`src/rtl/uart_tx_arb_pkg.sv`:
```
// -----------------------------------------------------------------------------
// uart_tx_arb_pkg
// Shared definitions for the UART transmit arbiter:
//   - arb_state_e : arbiter state encoding (ARB_IDLE / ARB_BUSY)
//   - MAX_N       : largest requester count supported by the helpers
//   - oh2idx      : one-hot to binary index conversion
// -----------------------------------------------------------------------------
package uart_tx_arb_pkg;

    typedef enum logic {
        ARB_IDLE = 1'b0,
        ARB_BUSY = 1'b1
    } arb_state_e;

    localparam int MAX_N = 8;

    // OR-reduction encoder: no priority chain, exact for one-hot inputs.
    function automatic logic [2:0] oh2idx(input logic [MAX_N-1:0] oh);
        logic [2:0] idx;
        idx = 3'd0;
        for (int i = 0; i < MAX_N; i++) begin
            if (oh[i]) begin
                idx = idx | 3'(i);
            end else begin
                idx = idx;
            end
        end
        return idx;
    endfunction

endpackage

```
`src/rtl/uart_tx_arb_rr_pick.sv`:
```
// -----------------------------------------------------------------------------
// rr_pick
// Combinational round-robin picker. Searches req upward starting at ptr+1,
// wrapping modulo N, and returns the first set position as a one-hot vector
// (all zero when no request is set).
// Ports:
//   req    [N-1:0]  request vector
//   ptr    [PW-1:0] index of the last winner (search starts just above it)
//   onehot [N-1:0]  selected requester
// -----------------------------------------------------------------------------
module rr_pick #(
    parameter int N  = 4,
    parameter int PW = (N > 1) ? $clog2(N) : 1
) (
    input  logic [N-1:0]  req,
    input  logic [PW-1:0] ptr,
    output logic [N-1:0]  onehot
);

    logic          found_s;
    logic [PW-1:0] idx_s;

    // Rotating first-one search beginning just above the last winner.
    always_comb begin
        onehot  = '0;
        found_s = 1'b0;
        idx_s   = '0;
        for (int i = 1; i <= N; i++) begin
            idx_s = PW'((int'(ptr) + i) % N);
            if (!found_s && req[idx_s]) begin
                onehot[idx_s] = 1'b1;
                found_s       = 1'b1;
            end else begin
                found_s = found_s;
            end
        end
    end

endmodule

```
`src/rtl/uart_tx_arb.sv`:
```
// -----------------------------------------------------------------------------
// uart_tx_arb
// Shares the UART TX FIFO write port between N byte-stream requesters with
// message-granular round-robin arbitration. Once granted, a requester owns the
// FIFO until it sends a byte flagged last, or until it has been silent
// (req_valid low) for TIMEOUT busy cycles.
// Ports:
//   clk, reset_l        bus clock, asynchronous active-low reset
//   req_valid/req_data/req_last [N] / [8N] / [N]  requester byte streams
//   req_ready [N]       accept strobe (owner only, blocked while FIFO full)
//   tx_fifo_af/cf       FIFO almost-full / completely-full from the UART
//   tx_fifo_we/wr_data  FIFO write strobe and byte (data is 0 when no write)
//   grant [N]           one-hot owner, 0 when idle
//   busy                a message is in progress
//   timeout_pulse       one cycle, on the cycle the silent owner is dropped
// -----------------------------------------------------------------------------
module uart_tx_arb
    import uart_tx_arb_pkg::*;
#(
    parameter int N           = 4,
    parameter int TIMEOUT     = 1024,
    parameter bit START_ON_AF = 1'b1
) (
    input  logic           clk,
    input  logic           reset_l,
    input  logic [N-1:0]   req_valid,
    input  logic [8*N-1:0] req_data,
    input  logic [N-1:0]   req_last,
    output logic [N-1:0]   req_ready,
    input  logic           tx_fifo_af,
    input  logic           tx_fifo_cf,
    output logic           tx_fifo_we,
    output logic [7:0]     tx_fifo_wr_data,
    output logic [N-1:0]   grant,
    output logic           busy,
    output logic           timeout_pulse
);

    localparam int PW = (N > 1) ? $clog2(N) : 1;
    localparam int CW = (TIMEOUT > 0) ? $clog2(TIMEOUT + 1) : 1;
    localparam logic [CW-1:0] CNT_MAX = '1;
    localparam logic [CW-1:0] CNT_EXP = (TIMEOUT > 0) ? CW'(TIMEOUT - 1) : '0;

    arb_state_e    state_q, state_d;
    logic [N-1:0]  grant_q, grant_d;
    logic [PW-1:0] ptr_q, ptr_d;
    logic [CW-1:0] cnt_q, cnt_d;

    logic [N-1:0]  pick_s;
    logic [PW-1:0] gidx_s;
    logic          gvalid_s;
    logic          glast_s;
    logic [7:0]    gdata_s;
    logic          xfer_s;
    logic          expire_s;

    rr_pick #(
        .N  (N),
        .PW (PW)
    ) u_pick (
        .req    (req_valid),
        .ptr    (ptr_q),
        .onehot (pick_s)
    );

    // View of the current owner's stream and the transfer/expiry conditions.
    always_comb begin
        gvalid_s = |(req_valid & grant_q);
        glast_s  = |(req_last & grant_q);
        gdata_s  = 8'h00;
        for (int i = 0; i < N; i++) begin
            gdata_s = gdata_s | (req_data[8*i +: 8] & {8{grant_q[i]}});
        end
        gidx_s   = PW'(oh2idx(MAX_N'(grant_q)));
        xfer_s   = (state_q == ARB_BUSY) && gvalid_s && !tx_fifo_cf;
        // A byte arriving on the expiry cycle wins because expiry needs valid low.
        expire_s = (TIMEOUT > 0) && (state_q == ARB_BUSY) && !gvalid_s && (cnt_q == CNT_EXP);
    end

    // State, grant, round-robin pointer and idle counter registers.
    always_ff @(posedge clk or negedge reset_l) begin
        if (!reset_l) begin
            state_q <= ARB_IDLE;
            grant_q <= '0;
            ptr_q   <= PW'(N - 1);
            cnt_q   <= '0;
        end else begin
            state_q <= state_d;
            grant_q <= grant_d;
            ptr_q   <= ptr_d;
            cnt_q   <= cnt_d;
        end
    end

    // Next-state: arbitration in IDLE, release on last byte or timeout in BUSY.
    always_comb begin
        state_d = state_q;
        grant_d = grant_q;
        ptr_d   = ptr_q;
        cnt_d   = cnt_q;
        case (state_q)
            ARB_IDLE: begin
                if ((|req_valid) && (!START_ON_AF || !tx_fifo_af)) begin
                    state_d = ARB_BUSY;
                    grant_d = pick_s;
                    cnt_d   = '0;
                end else begin
                    grant_d = '0;
                end
            end
            ARB_BUSY: begin
                if (xfer_s) begin
                    cnt_d = '0;
                    if (glast_s) begin
                        state_d = ARB_IDLE;
                        grant_d = '0;
                        ptr_d   = gidx_s;
                    end else begin
                        grant_d = grant_q;
                    end
                end else if (expire_s) begin
                    state_d = ARB_IDLE;
                    grant_d = '0;
                    ptr_d   = gidx_s;
                    cnt_d   = '0;
                end else if (!gvalid_s) begin
                    // Silent owner: count, saturating so it can never wrap.
                    if (cnt_q != CNT_MAX) begin
                        cnt_d = cnt_q + CW'(1);
                    end else begin
                        cnt_d = cnt_q;
                    end
                end else begin
                    // Valid but FIFO full: backpressure does not count as idle.
                    cnt_d = cnt_q;
                end
            end
            default: begin
                state_d = ARB_IDLE;
                grant_d = '0;
                cnt_d   = '0;
            end
        endcase
    end

    // Outputs: zero-latency handshake towards the owner and the FIFO.
    always_comb begin
        req_ready       = '0;
        tx_fifo_we      = 1'b0;
        tx_fifo_wr_data = 8'h00;
        timeout_pulse   = 1'b0;
        if (state_q == ARB_BUSY) begin
            req_ready       = grant_q & {N{!tx_fifo_cf}};
            tx_fifo_we      = xfer_s;
            tx_fifo_wr_data = xfer_s ? gdata_s : 8'h00;
            timeout_pulse   = expire_s;
        end else begin
            req_ready = '0;
        end
    end

    assign grant = grant_q;
    assign busy  = (state_q == ARB_BUSY);

endmodule

```
`config.mk`:
```
export PLATFORM = sky130hd
export DESIGN_NAME = uart_tx_arb
export DESIGN_NICKNAME = d
export VERILOG_FILES = /design/src/rtl/uart_tx_arb_pkg.sv /design/src/rtl/uart_tx_arb_rr_pick.sv /design/src/rtl/uart_tx_arb.sv
export SDC_FILE = /design/constraint.sdc
export NUM_CORES = 1
export LEC_CHECK = 0
export BUFFER_PORTS_ARGS = -buffer_cell sky130_fd_sc_hd__buf_2
export CAP_MARGIN = 20
export CORE_ASPECT_RATIO = 0.6
export CORE_MARGIN = 3
export CORE_UTILIZATION = 50
export DETAILED_ROUTE_END_ITERATION = 10
export GPL_ROUTABILITY_DRIVEN = 0
export MAX_ROUTING_LAYER = met4
export PLACE_DENSITY = 0.82
export SETUP_SLACK_MARGIN = 0.5
export SKIP_LAST_GASP = 1
export SLEW_MARGIN = 20
export SYNTH_ARGS = -nofsm -noshare
export SYNTH_HDL_FRONTEND = slang
export SYNTH_HIERARCHICAL = 1
export SYNTH_SLANG_ARGS = --single-unit
```
`constraint.sdc`:
```
create_clock -name clk -period 3.8 [get_ports clk]
set_input_delay 0.76 -clock clk [delete_from_list [all_inputs] [get_ports clk]]
set_output_delay 0.76 -clock clk [all_outputs]
set_load 0.005 [all_outputs]
```
==> flow_summary.yaml <==
floorplanning:
  rows: 15
  core_sq_um: 2970
  die_w_um: 79.2
  ioPinCount: 63
  start_util_pct: 54.3
  die_height_um: 49.9
  die_area_sq_um: 3960
placed_design:
  dp.cells: 273
  placed_area_sq_um: 1920
  dp_worst_setup_slack_ns: 1.13
  portBuffers: 62
  hpwl_um: 3220
logic_synthesis:
  synth-main-ff-cell: "dfrtp_1"
  synth-seq-cells: 18
  synthArstFlopShare_pct: 100
  synth-edff-count: 0
  synth_area_per_cell_sq_um: 9.09
  ys_types: 46
  syn-num-nets: 230
  synth_seq_area_share_pct: 28.1
  syn_inst: 177
  netlist_area_sq_um: 1610
  yosys_warnings: 6
cells_and_area:
  nFillCells: 269
  layout-drive-gt1-share_pct: 33.6
  num_antenna_cells: 0
  nets: 289
  stdcell_count: 277
  fin_area_sq_um: 1980
  area.growth.synth_to_final_pct: 22.9
global_route:
  antenna_found_initial: 0
  grt-ovfl-total: 0
  first_global_vias: 1307
  grt_max_degree: 19
  gr-usage-all-layers_pct: 21.4
  grt_pass1_wl_um: 6440
setup_path:
  critPathKind: "reg2out"
  critPathLaunch: "cnt_q[0]"
  ff2ff_setup_slack_ns: 1.16
  arrival_ns: 2.00
  cpLargestDelayFamily: "simple AND/OR/NAND/NOR gates"
  endpoint: "timeout_pulse"
  crit_chain: "ha_1 -> nand3_2 -> or3_1 -> nor3_1 -> buf_2"
  rr_startpoint: "ptr_q[0]"
  cp.required_ns: 3.04
  cp.depth: 5
  startpoint_type: "flop"
  ff2ff_path_depth: 7
  crit_path_max_fanout: 9
  cp_slowest_stage_delay_ns: 0.57
  endpoint_kind: "primary output"
  slowest_stage: "or3_1"
  crit_buf_inv: 1
  r2r_end: "grant[2]"
pwr:
  p_per_area_nw_per_um2: 647
  leakagePower_nw: 0.920
  power_mw: 1.28
  ir_worst_vdd_uv: 333
sta:
  max-slew-margin-rel_pct: 65.6
  finalSetupViolCount: 0
  setup_slack_ns: 1.04
  clock_skew_ns: 0.00389
  final.period_utilization_pct: 72.6
  fin_setup_tns_ns: 0
  fmax_mhz: 363
  hold_viol: 0
  tightest_slew_ns: 0.516
  grt_setup_unrepaired: "no"
  slew_violations: 0
  layout_min_cycle_time_ns: 2.76
route:
  wl_per_cell_um: 15.6
  dr.pass1.iters: 4
  wl_met3_um: 504
  viasPerCell: 5.83
  ant_nets: 0
  vias: 1614
  met1_length_um: 2010
  drt_iter0_drc: 115
  wl_met2_um: 1800
  drcViolationCount: 0
  top_layer_used: "met4"
  wirelength_um: 4320
clock_network:
  htree_levels: 1
  cts_buffers: 3
  cts-resized-gates: 0
  cts_num_sinks: 18
  clkLatencyLatePin_ns: 0.25
  cts_tree: "yes"
  clk_path_buf_depth: 2
  ctsHoldBuffers: 0
  root_buffer: "clkbuf_8"
  path_clk_slew_ns: 0.07
  cts_setup_buffers: 0
worst_hold_path:
  min_path_type: "in2async"
job:
  maxCapViolations: 0
outcome:
  outcome: "completed"
[flip-flops by register name, summed over array words and instances, names as in the netlist]
register	count
cnt_q	11
grant	4
ptr_q	2
busy	1
[cells in the mapped netlist (all sizes together) (2+ instances only)]
library cell  count  share of area, %
ha                9               7.0
dfrtp            16                25
mux2i             2               1.2
mux4              4               6.1
nor2              7               1.6
o21ai             9               2.8
xor2              3               1.6
o211ai            5               2.3
clkbuf            4              0.93
nor3              3              0.93
or3               4               1.6
o21a              2              0.93
a21oi            15               4.7
nand2            16               3.7
and2              6               2.4
nand4             2              0.78
nor3b             4               1.9
a22oi            20               9.3
inv              12               2.8
dfstp             2               3.3
a22o              5               2.7
a21o              2              0.93
buf               4               2.2
nand3             6               2.2
[worst min-delay path by stage]
stage                     startpoint  endpoint  slack (ns)  depth (start not counted)
final                        reset_l  cnt_q[6]        0.43                          1
after global routing         reset_l  cnt_q[6]        0.45                          1
after CTS                    reset_l  cnt_q[6]        0.44                          1
after detailed placement    cnt_q[9]  cnt_q[9]        0.53                          2
after global placement      cnt_q[9]  cnt_q[9]        0.52                          2
after floorplan              reset_l      busy        0.46                          0
[worst register-to-register path, stage by stage (launching register included)]
cell,delay [ns]
dfstp_2,0.68
inv_1,0.15
ha_1,0.37
mux4_1,0.65
nor4b_4,0.32
nand2_1,0.10
o211ai_1,0.13
a22o_1,0.17
[layout make-up]
class | instances | area, sq um | area share (%)
Timing Repair Buffer | 62 | 310 | 15.7
Inverter | 12 | 45.0 | 2.28
Multi-Input combinational cell | 139 | 1060 | 53.7
Sequential cell | 18 | 453 | 22.9
Tap cell | 42 | 52.6 | 2.66
Clock buffer | 4 | 55.1 | 2.78
[through the flow]
stage	hold WS [ns]	utilization, %
finish	0.427	66.7
global route	0.452	66.7
CTS	0.440	66.7
detailed placement	0.531	64.8
global placement	0.522	64.8
floorplan	0.464	-
[kinds of logic (layout without fill, tap and decap cells)]
kind of cell    Yosys count  after routing  share of synthesized area, %
buf+inv                  20             78                          5.91
simple gates             53             53                          18.3
compound gates           67             67                          31.2
flops                    18             18                          28.1
mux                       6              6                          7.31
fa+ha+maj                 9              9                          7.00
xor+xnor                  4              4                          2.18
[layout by cell type, fill, tap and decap left out, types with 3 or more instances in the layout]
master	synthesis	layout
xor2_1	3	3
a21oi_1	15	15
o211ai_1	5	5
dfrtp_1	16	16
and2_1	4	4
o21ai_0	9	9
nor2_1	7	7
nand3_1	5	5
ha_1	9	9
clkbuf_8	0	4
inv_1	12	12
nor3_1	3	3
nor3b_1	4	4
a22o_1	5	5
buf_2	1	62
or3_1	3	3
nand2_1	16	16
a22oi_1	20	20
[per-layer routing]
metal,up-vias,track usage [%]
li1,785,-
met1,752,33.0
met2,75,29.2
met3,2,5.11
met4,0,1.71
met5,-,-
[where the power goes]
group	switching, mW	total (mW)	internal [mW]
combinational	0.395	0.716	0.321
clock	0.0649	0.157	0.0920
sequential	0.147	0.407	0.260
(Power assumes the default switching activity.)
